--- config.mk ---
export PLATFORM = sky130hd
export DESIGN_NAME = stream_mux_rr_flat
export DESIGN_NICKNAME = d
export VERILOG_FILES = /design/src/rtl/stream_mux_rr_pkg.sv /design/src/rtl/stream_mux_rr_if.sv /design/src/rtl/stream_mux_rr_arbiter.sv /design/src/rtl/stream_mux_rr.sv /design/src/flat_wrapper.sv
export SDC_FILE = /design/constraint.sdc
export NUM_CORES = 1
export LEC_CHECK = 0
export CORE_MARGIN = 3
export CORE_UTILIZATION = 37
export CTS_CLUSTER_SIZE = 40
export DETAILED_ROUTE_END_ITERATION = 8
export PLACE_DENSITY = 0.81
export REMOVE_ABC_BUFFERS = 1
export SYNTH_ARGS = -nofsm -noshare
export SYNTH_HDL_FRONTEND = slang
export SYNTH_SLANG_ARGS = --single-unit
export TNS_END_PERCENT = 20
--- constraint.sdc ---
create_clock -name clk -period 4.3 [get_ports clk]
set_input_delay 0.86 -clock clk [delete_from_list [all_inputs] [get_ports clk]]
set_output_delay 0.86 -clock clk [all_outputs]
set_load 0.005 [all_outputs]
--- src/rtl/stream_mux_rr_pkg.sv ---
// stream_mux_pkg: shared constants and helpers for the stream_mux_rr block.
//   MODE_FIXED / MODE_RR : values of the mode input
//   chan_w(n)            : channel-index width for n channels (at least 1 bit)
package stream_mux_pkg;
   localparam logic MODE_FIXED = 1'b0;
   localparam logic MODE_RR = 1'b1;
   function automatic int chan_w(input int n);
      return (n > 1) ? $clog2(n) : 1;
   endfunction
endpackage

--- src/rtl/stream_mux_rr_if.sv ---
// stream_mux_rr_if: valid/ready handshake bundle between NCH producers and one consumer.
//   in_valid/in_data/in_ready : per-channel input handshakes, channel i at bits [i*WIDTH +: WIDTH]
//   out_valid/out_data/out_chan/out_ready : registered output stream and source channel index
//   slave modport = the mux, master modport = the environment driving inputs and consuming output
interface stream_mux_rr_if import stream_mux_pkg::*; #(
   parameter int NCH = 4,
   parameter int WIDTH = 4,
   localparam int CW = chan_w(NCH)
);
   logic [NCH-1:0] in_valid;
   logic [NCH*WIDTH-1:0] in_data;
   logic [NCH-1:0] in_ready;
   logic out_valid;
   logic out_ready;
   logic [WIDTH-1:0] out_data;
   logic [CW-1:0] out_chan;
   modport slave (
      input in_valid, in_data, out_ready,
      output in_ready, out_valid, out_data, out_chan
   );
   modport master (
      output in_valid, in_data, out_ready,
      input in_ready, out_valid, out_data, out_chan
   );
endinterface

--- src/rtl/stream_mux_rr_arbiter.sv ---
// rr_arbiter: combinational rotating-priority arbiter; the caller owns the pointer.
//   req     : request per channel
//   ptr     : highest-priority channel; search runs ptr, ptr+1, ... wrapping at NCH
//   en      : arbitration enable; no grant when low
//   gnt     : one-hot grant (zero when nothing granted)
//   gnt_idx : index of the granted channel
//   gnt_any : a grant was issued
module rr_arbiter import stream_mux_pkg::*; #(
   parameter int NCH = 4,
   localparam int CW = chan_w(NCH)
) (
   input  logic [NCH-1:0] req,
   input  logic [CW-1:0]  ptr,
   input  logic           en,
   output logic [NCH-1:0] gnt,
   output logic [CW-1:0]  gnt_idx,
   output logic           gnt_any
);
   logic [CW:0] s;
   always_comb begin
      gnt = '0;
      gnt_idx = '0;
      gnt_any = 1'b0;
      s = '0;
      for (int k = 0; k < NCH; k++) begin
         // one extra bit so ptr+k cannot overflow before the modulo-NCH wrap
         s = {1'b0, ptr} + (CW+1)'(k);
         if (s >= (CW+1)'(NCH)) s = s - (CW+1)'(NCH);
         if (en && !gnt_any && req[s[CW-1:0]]) begin
            gnt_any = 1'b1;
            gnt_idx = s[CW-1:0];
         end
      end
      if (gnt_any) gnt[gnt_idx] = 1'b1;
   end
endmodule

--- src/rtl/stream_mux_rr.sv ---
// stream_mux_rr: NCH-to-1 stream mux with fixed or round-robin selection and a registered output.
//   clk   : clock, rising edge
//   rst_n : synchronous active-low reset
//   mode  : MODE_FIXED uses sel, MODE_RR arbitrates among valid inputs
//   sel   : source channel in fixed mode
//   bus   : stream_mux_rr_if slave (input handshakes, output register, out_chan)
module stream_mux_rr import stream_mux_pkg::*; #(
   parameter int NCH = 4,
   parameter int WIDTH = 4,
   localparam int CW = chan_w(NCH)
) (
   input logic clk,
   input logic rst_n,
   input logic mode,
   input logic [CW-1:0] sel,
   stream_mux_rr_if.slave bus
);
   logic load, fix_ok, arb_any, g_any;
   logic [NCH-1:0] arb_gnt;
   logic [CW-1:0] arb_idx, g_idx, ptr;
   logic [WIDTH-1:0] ch [NCH];
   for (genvar i = 0; i < NCH; i++) begin : g_ch
      assign ch[i] = bus.in_data[i*WIDTH +: WIDTH];
   end
   // the output register can take a new word when empty or being drained this cycle
   assign load = !bus.out_valid | bus.out_ready;
   assign fix_ok = rst_n && load && ({1'b0, sel} < (CW+1)'(NCH)) && bus.in_valid[sel];
   rr_arbiter #(.NCH(NCH)) u_arb (
      .req(bus.in_valid),
      .ptr(ptr),
      .en(rst_n && load && mode == MODE_RR),
      .gnt(arb_gnt),
      .gnt_idx(arb_idx),
      .gnt_any(arb_any)
   );
   // a grant is only ever given to a valid channel, so g_any is the input handshake
   assign g_any = (mode == MODE_RR) ? arb_any : fix_ok;
   assign g_idx = (mode == MODE_RR) ? arb_idx : sel;
   assign bus.in_ready = (mode == MODE_RR) ? arb_gnt : (fix_ok ? NCH'(1) << sel : '0);
   always_ff @(posedge clk) begin
      if (!rst_n) begin
         bus.out_valid <= 1'b0;
         bus.out_data <= '0;
         bus.out_chan <= '0;
         ptr <= '0;
      end else if (load) begin
         bus.out_valid <= g_any;
         if (g_any) begin
            bus.out_data <= ch[g_idx];
            bus.out_chan <= g_idx;
            if (mode == MODE_RR) ptr <= (g_idx == CW'(NCH-1)) ? '0 : g_idx + 1'b1;
         end
      end
   end
endmodule

--- src/flat_wrapper.sv ---
// flat-port wrapper written by rule: the top's interface ports become plain ports
module stream_mux_rr_flat import stream_mux_pkg::*;
#(
   parameter int NCH = 4,
   parameter int WIDTH = 4,
   localparam int CW = chan_w(NCH)
)
  (clk, rst_n, mode, sel, bus_in_valid, bus_in_data, bus_out_ready, bus_in_ready, bus_out_valid, bus_out_data, bus_out_chan);
  stream_mux_rr_if #(.NCH(NCH), .WIDTH(WIDTH)) bus_i ();
  input logic clk;
  input logic rst_n;
  input logic mode;
  input logic [CW-1:0] sel;
  input wire logic [$bits(bus_i.in_valid)-1:0] bus_in_valid;
  input wire logic [$bits(bus_i.in_data)-1:0] bus_in_data;
  input wire logic [$bits(bus_i.out_ready)-1:0] bus_out_ready;
  output wire logic [$bits(bus_i.in_ready)-1:0] bus_in_ready;
  output wire logic [$bits(bus_i.out_valid)-1:0] bus_out_valid;
  output wire logic [$bits(bus_i.out_data)-1:0] bus_out_data;
  output wire logic [$bits(bus_i.out_chan)-1:0] bus_out_chan;
  assign bus_i.in_valid = bus_in_valid;
  assign bus_i.in_data = bus_in_data;
  assign bus_i.out_ready = bus_out_ready;
  assign bus_in_ready = bus_i.in_ready;
  assign bus_out_valid = bus_i.out_valid;
  assign bus_out_data = bus_i.out_data;
  assign bus_out_chan = bus_i.out_chan;
  stream_mux_rr #(.NCH(NCH), .WIDTH(WIDTH)) u_core (.clk(clk), .rst_n(rst_n), .mode(mode), .sel(sel), .bus(bus_i));
endmodule
Word-level counts from Yosys, hierarchy flattened
Index checks and enable logic that the tools add are counted.
Word-level totals
  bits in registers: 9
  output and inout port bits: 11
  word-level logic and storage cells: 78
  bits of input ports: 26
Operators by class
  equality and inequality tests: 1
  bitwise gates (word level): 2
  shift operators: 1
  order comparisons: 12
  reduce and logical (&&, ||, !) cells: 17
  add/sub/neg operators: 8
  multiplexer cells: 33
Operator list (count)
  2-bit 2-to-1 mux: 10
  4-bit 2-to-1 mux: 5
  2-bit by 3-bit < comparator with 1-bit output (second input constant): 6
  3-bit greater-or-equal comparator (second input constant): 4
  1-bit logical AND: 11
  1-bit 2-to-1 mux: 11
  1-bit binary-select mux with 2-bit select: 5
  4-bit binary-select mux with 2-bit select: 1
  2-bit by 1-bit subtractor with 2-bit output (second input constant): 4
  2-bit by 2-bit adder with 3-bit output (second input constant): 2
  1-bit logical NOT: 4
  1-bit by 2-bit left shift with 4-bit output (first input constant): 1
  2-bit by 1-bit adder with 3-bit output (second input constant): 1
  2-bit by 3-bit greater-or-equal comparator with 1-bit output (second input constant): 1
  2-bit inverter with 3-bit output: 1
  3-bit AND reduction: 1
  2-bit by 1-bit adder with 2-bit output (second input constant): 1
  1-bit demux with 2-bit select: 1
  2-bit == test (second input constant): 1
  2-bit by 1-bit greater-or-equal comparator with 1-bit output (second input constant): 1
  2-bit AND reduction: 1
  1-bit OR: 1

Logic depth before layout (Yosys ltp)
Gate-level depths: netlist (run 1).
  word-level depth: 24
  mapped depth: 6
  mapped depth without buffers: 5

Hierarchy
From an unflattened synthesis (run 1), not the netlist that was laid out.
Unflattened totals
  cell total of the unflattened synthesis: 121
  area total of the unflattened synthesis: 1036.0 um^2
By module, submodules not included
  stream_mux_rr: times used 1, area an instance 620.6 um^2, cells each 65, seq. area each 180.2 um^2
  rr_arbiter: times used 1, area an instance 415.4 um^2, cells each 56, seq. area each 0.0 um^2

Worst setup path before layout (run 1)
OpenSTA, ideal clock, no wires.
  path type: input to output
  from: in bus_in_valid[1]
  to: out bus_in_ready[0]
  stages on the path: 4
  path slack: 1.627 ns
  buffers on the path: 0
  arrival: 1.813 ns
  cells stage by stage: nor4_1 nand2b_1 nor2_1 a32o_1
Between the ends
  word-level cells in the longest chain between the ends: 22
  elaborated cells between the ends (all ways): 37
  classes of those cells: 2 x order compare; 23 x mux; 12 x reduce/logical
Ends and longest elaborated chain
  start, declared: line flat_wrapper.sv:14  | input wire logic [$bits(bus_i.in_valid)-1:0] bus_in_valid;
  1-bit binary-select mux with 2-bit select: line stream_mux_rr_arbiter.sv:29  | if (en && !gnt_any && req[s[CW-1:0]]) begin
  1-bit 2-to-1 mux (implied by the code): line stream_mux_rr_arbiter.sv:29
  1-bit logical AND: line stream_mux_rr_arbiter.sv:29
  1-bit 2-to-1 mux: line stream_mux_rr_arbiter.sv:29
  1-bit logical NOT: line stream_mux_rr_arbiter.sv:29
  1-bit logical AND (2 in a row): line stream_mux_rr_arbiter.sv:29
  1-bit 2-to-1 mux: line stream_mux_rr_arbiter.sv:29
  1-bit logical NOT: line stream_mux_rr_arbiter.sv:29
  [... 4 more ...]
  1-bit logical AND (2 in a row): line stream_mux_rr_arbiter.sv:29
  2-bit 2-to-1 mux: line stream_mux_rr_arbiter.sv:29
  2-bit by 3-bit < comparator with 1-bit output (implied by the code) / 2-bit by 1-bit greater-or-equal comparator with 1-bit output (equally long branches): line stream_mux_rr_arbiter.sv:34  | if (gnt_any) gnt[gnt_idx] = 1'b1;
  1-bit logical AND (implied by the code): line stream_mux_rr_arbiter.sv:34
  1-bit 2-to-1 mux (implied by the code): line stream_mux_rr_arbiter.sv:34
  1-bit demux with 2-bit select: line stream_mux_rr_arbiter.sv:34
  4-bit 2-to-1 mux: line stream_mux_rr_arbiter.sv:34
  4-bit 2-to-1 mux *: line stream_mux_rr.sv:39  | assign bus.in_ready = (mode == MODE_RR) ? arb_gnt : (fix_ok ? NCH'(1) << sel : '0);
  end, declared: line flat_wrapper.sv:17  | output wire logic [$bits(bus_i.in_ready)-1:0] bus_in_ready;
Every way passes the cells marked *; elsewhere a longest branch is shown, timed or not. The select of a mux whose other input is x is not followed.

Worst setup path in the final report (run 1)
  from: in bus_in_valid[0]
  to: out bus_in_ready[0]
Same word-level chain as after synthesis.

==> results of run 1 <==
==> synth_stat cells (all sizes together) <==
cell | count | area share (%)
inv | 1 | 0.56
dfxtp | 9 | 27
a31oi | 2 | 1.9
o221ai | 4 | 5.2
a211oi | 1 | 3.0
clkbuf | 1 | 0.56
nor3 | 1 | 0.75
buf | 1 | 0.75
nor2b | 4 | 3.7
nor4 | 1 | 0.94
o2111a | 1 | 1.7
a32o | 1 | 1.5
nand2b | 5 | 4.7
o21ai | 3 | 2.2
mux2i | 11 | 16
nand3 | 3 | 2.2
o211a | 2 | 3.0
or3b | 1 | 1.7
nand2 | 7 | 3.9
o22ai | 1 | 0.94
nand3b | 4 | 4.5
or2 | 1 | 0.94
a311o | 1 | 1.5
and3 | 3 | 2.8
o21a | 1 | 1.1
a31o | 1 | 1.3
nor2 | 3 | 1.7
a21o | 2 | 2.2
a22o | 1 | 1.3
==> power by group <==
group / internal (mW) / switching (mW)
logic: 0.0607 / 0.0382
registers: 0.0930 / 0.00578
clock network: 0.0358 / 0.0315
total: 0.190 / 0.0755
==> area by class of cell <==
class	count	area, µm²
fill	137	502
multi-input combinational	65	477
timing repair buffer	38	375
sequential	9	180
tap	24	30.0
clock buffer	4	26.3
inverter	1	3.75
==> state kept, by name, indices dropped and copies added, names as in the netlist <==
register and count:
u_core.bus.out_data 4, u_core.bus.out_chan 2, u_core.ptr 2, u_core.bus.out_valid 1
==> cell families after synthesis <==
logic type,synth area share [%]
AND/OR/NAND/NOR,27.9
buffers and inverters,1.87
flip-flops,26.9
AO/OA/AOI/OAI,26.9
multiplexers,16.4
==> worst max path at each step <==
stage / from / slack [ns] / end
6_report: bus_in_valid[0] / 0.48 / bus_in_ready[0]
2_1_floorplan: bus_in_valid[1] / 1.63 / bus_in_ready[0]
5_1_grt: bus_in_valid[0] / 0.31 / bus_in_ready[0]
3_5_place_dp: bus_in_valid[0] / 0.50 / bus_in_ready[0]
3_3_place_gp: bus_in_valid[0] / 0.45 / bus_in_ready[0]
4_1_cts: bus_in_valid[0] / 0.48 / bus_in_ready[0]
==> metal layers <==
layer,GRT usage [%],up-vias,wire (µm)
met2,29.8,32,993
met4,4.27,0,12
met3,3.07,2,118
met1,23.3,359,917
met5,0,-,0
li1,-,379,-
==> worst max-delay path: stages <==
cell and delay, ns:
clkdlybuf4s50_1 0.51, nor4_1 0.59, nand2b_1 0.29, nor2_1 0.06
a32o_1 0.20, clkdlybuf4s50_1 0.44
==> through the flow <==
stage | utilization, % | instances
floorplan | - | 75
detailed placement | 66.9 | 137
CTS | 68.5 | 141
global route | 68.5 | 141
global placement | 66.9 | 137
finish | 68.5 | 141
==> out/metrics.yaml, run 1 <==
setup_path:
  worstPathRequired_ns: 3.44
  critPathLaunchType: "input port"
  reg2reg_slack_ns: 2.56
  cp.arrival_ns: 2.96
  r2r_start: "u_core.bus.out_valid"
  crit_fanout: 6
  rr_endpoint: "u_core.bus.out_chan[0]"
  critical_path_class: "in -> out"
  endpoint_kind: "output port"
  reg2reg_depth: 5
sta:
  drv_slew: 0
  min_period_over_period_pct: 88.7
  setup_viol: 0
  finalSetupTns_ns: 0
  tightest_slew_ns: 0.601
  rsz0062_at_grt: "no"
  fmax_ghz: 0.262
  worst_clock_skew_ns: 0.00530
  worst_slack_ns: 0.484
  hold_viol: 0
  period_needed_ns: 3.82
  whs_ns: 0.508
  slew_headroom_pct: 59.6
synth:
  yosysUniqueCellTypes: 30
  yosysSeqAreaShare_pct: 26.9
  syn-instance-count: 77
  ys_warn_count: 0
  syn_area_um2: 669
  synth_seq_cells: 9
  synth.avg_cell_area_um2: 8.69
placement:
  port_buffers: 36
  dpl-instance-area_um2: 1070
  hpwl_um: 1620
  gp_congestion: 0.878
  post-place-ws_ns: 0.500
layout:
  final_cell_mix: "clkdlybuf4s50_1, mux2i_1, dfxtp_1"
  antenna_cells: 0
  final_common_cell: "clkdlybuf4s50_1"
  areaGrowthSynthToFinish_pct: 63.2
  final_nets: 144
  drive_above_1_share_pct: 6.84
  finalInstanceArea_um2: 1090
clock_tree:
  clock_path_buffers: 2
  cts_setup_buffers: 0
  ctsHoldBuffers: 0
  cts_tree: "built"
  numCtsBuffers: 3
  clk_latency_ns: 0.26
  cts_resized: 0
  cts-root-buf: "clkbuf_4"
  clkSlewWorstSetupHoldPaths_ns: 0.06
  clkSinkCount: 9
  h-tree-depth: 1
pwr:
  vdd_ir_drop_max_v: 0.000205
  p_per_area_nw_per_um2: 243
  power.total_mw: 0.265
  power.leakage_nw: 0.463
die:
  fp.dieArea_um2: 2360
  die_x_um: 48.5
  core_um2: 1590
  num_rows: 14
  initial_core_util_pct: 42.0
  die_y_um: 48.5
  boundaryPins: 37
drt:
  vias: 772
  wirelength_um: 2040
  wire_per_inst_um: 14.5
  via_per_inst: 5.48
  drt_iter0_drc: 10
  ant_nets: 0
  drc: 0
  drt_first_pass_iters: 4
run:
  cap_violations: 0
grt:
  grt_pass1_wl_um: 3370
  antenna_found_initial: 0
  grt_pass1_vias: 712
  gr-usage-all-layers_pct: 17.7
  gr-total-overflow: 0
  grt_max_degree: 11
min_path:
  hp-start: "u_core.bus.out_chan[1]"
  worstHoldPathCells: 1
  min_delay_worst_endpoint: "u_core.bus.out_chan[1]"
  hp-class: "reg -> reg"
status:
  outcome: "complete, no violations"
Note: power is estimated with default switching activity, not from simulation.
==> run 2, diff against run 1 <==
--- a/config.mk
+++ b/config.mk
@@ -11,6 +11,7 @@
 export DETAILED_ROUTE_END_ITERATION = 8
 export PLACE_DENSITY = 0.81
 export REMOVE_ABC_BUFFERS = 1
+export SLEW_MARGIN = 15
 export SYNTH_ARGS = -nofsm -noshare
 export SYNTH_HDL_FRONTEND = slang
 export SYNTH_SLANG_ARGS = --single-unit
==> results of run 2 <==
The final DEF is identical to that of run 1; final timing and power are the same.
==> edit, RTL diff (config.mk and constraints of run 2) <==
Add an input register stage for `mode`, cleared by the reset; this delays it by one clock. The other inputs are not delayed to match.
--- a/src/rtl/stream_mux_rr.sv
+++ b/src/rtl/stream_mux_rr.sv
@@ -15,6 +15,17 @@
    input logic [CW-1:0] sel,
    stream_mux_rr_if.slave bus
 );
+
+   logic mode_q;
+
+   always_ff @(posedge clk) begin
+      if (!rst_n) begin
+         mode_q <= '0;
+      end else begin
+         mode_q <= mode;
+      end
+   end
+
    logic load, fix_ok, arb_any, g_any;
    logic [NCH-1:0] arb_gnt;
    logic [CW-1:0] arb_idx, g_idx, ptr;
@@ -28,15 +39,15 @@
    rr_arbiter #(.NCH(NCH)) u_arb (
       .req(bus.in_valid),
       .ptr(ptr),
-      .en(rst_n && load && mode == MODE_RR),
+      .en(rst_n && load && mode_q == MODE_RR),
       .gnt(arb_gnt),
       .gnt_idx(arb_idx),
       .gnt_any(arb_any)
    );
    // a grant is only ever given to a valid channel, so g_any is the input handshake
-   assign g_any = (mode == MODE_RR) ? arb_any : fix_ok;
-   assign g_idx = (mode == MODE_RR) ? arb_idx : sel;
-   assign bus.in_ready = (mode == MODE_RR) ? arb_gnt : (fix_ok ? NCH'(1) << sel : '0);
+   assign g_any = (mode_q == MODE_RR) ? arb_any : fix_ok;
+   assign g_idx = (mode_q == MODE_RR) ? arb_idx : sel;
+   assign bus.in_ready = (mode_q == MODE_RR) ? arb_gnt : (fix_ok ? NCH'(1) << sel : '0);
    always_ff @(posedge clk) begin
       if (!rst_n) begin
          bus.out_valid <= 1'b0;
@@ -48,7 +59,7 @@
          if (g_any) begin
             bus.out_data <= ch[g_idx];
             bus.out_chan <= g_idx;
-            if (mode == MODE_RR) ptr <= (g_idx == CW'(NCH-1)) ? '0 : g_idx + 1'b1;
+            if (mode_q == MODE_RR) ptr <= (g_idx == CW'(NCH-1)) ? '0 : g_idx + 1'b1;
          end
       end
    end
Formal check against the unedited RTL: not equivalent (Yosys sat finds a counterexample within 4 cycles, from zero or initial values and one cycle with rst_n low).
==> edit against run 2 <==
Area after synthesis rose by 35%. Routed wire length up 27%. Global-route usage down 0.46 points. Cell area increased by 19%. Total power rose by 7.1%. Setup slack lost 0.11 ns. Register-to-register slack lost 0.04 ns. Clock skew down 0.0046 ns. Sequential cell count is 1 higher. Sequential share of layout area down 1.1 points. Critical path type unchanged.
==> edit: results (changes against run 2) <==
| Metric | Value |
|---|---|
| Status | `complete, no violations` |
| CP max stage cell | `clkdlybuf4s50_1` |
| Met1 Wirelength | `1090 um (+19%)` |
| Comb_multi_in | `106 (+63%)` |
| Max stage delay on crit path | `0.56 ns (-0.03 ns)` |
| Syn Area/Cell | `7.04 um2 (-19%)` |
| Wire length on met3 | `231 um (+96%)` |
| Leakage | `0.575 nW (+24%)` |
| GPL Wtd Cong | `0.825 (-6.0%)` |
| Synth area leaders | `dfxtp_1 (22%), nor3_1 (10%), o211a_1 (8.9%), nand2_1 (8.8%), o21ai_0 (5.6%)` |
| Netlist cell types | `37 (+23%)` |
| Crit path DAT | `3.06 ns (+0.10 ns)` |
| Final non-clock buffer share | `29.5% (-4.9 points)` |
| GRT met3 Usage | `6.31% (+3.2 points)` |
| Buffers excl. clock | `39 (+2.6%)` |
| First-pass GRT wire length | `4450 um (+32%)` |
| Pin count of the biggest net entering global routing | `19 (+8)` |
| Worst VDD drop | `0.136 mV (-34%)` |
| Global-route track usage on met2 | `27.5% (-2.3 points)` |
| First DRT Iteration DRCs | `34 (+24)` |
| Count leader, synth | `nand2_1` |
| Synth top cells by count | `nand2_1 (21), nor3_1 (18), dfxtp_1 (10), o21ai_0 (10)` |
| # clk buffers | `3 (-1)` |
| HPWL after DPL | `1980 um (+23%)` |
| Number of vias per cell | `5.91 (+7.9%)` |
| Clock power share | `21.7% (-3.7 points)` |
| Rel. slew slack | `55.4% (-4.2 points)` |
| Inverters | `3 (+2)` |
edit: changes by cell type in the layout (fill, tap and decap cells not counted), sizes merged, moves of 3 or more:
cell and delta:
nand3 +5, o211a +6, nand3b -4, mux2i -9, nor3 +18, and3 -3, nand2 +14, o21ai +8
edit: cells by family after synthesis:
logic type	share of synthesized area (%)
buffers and inverters	5.97
DFF	22.2
AOI/OAI and AO/OA	34.9
and+or+nand+nor	34.7
muxes	2.22
edit: path summary, 6_finish.rpt:
path	from	endpoint	slack, ns	cells past startpoint
min reg2reg	u_core.bus.out_chan[1]	u_core.bus.out_chan[1]	0.46	2
max	bus_in_valid[0]	bus_in_ready[2]	0.38	7
max reg2reg	u_core.mode_q	u_core.bus.out_data[3]	2.52	5
min	u_core.bus.out_chan[1]	u_core.bus.out_chan[1]	0.46	2
edit: critical path: cells and delay by family:
kind / cells / cell delay (ns)
AO/OA/AOI/OAI: 3 / 0.82
buffers and inverters: 3 / 1.12
AND/OR/NAND/NOR: 1 / 0.26
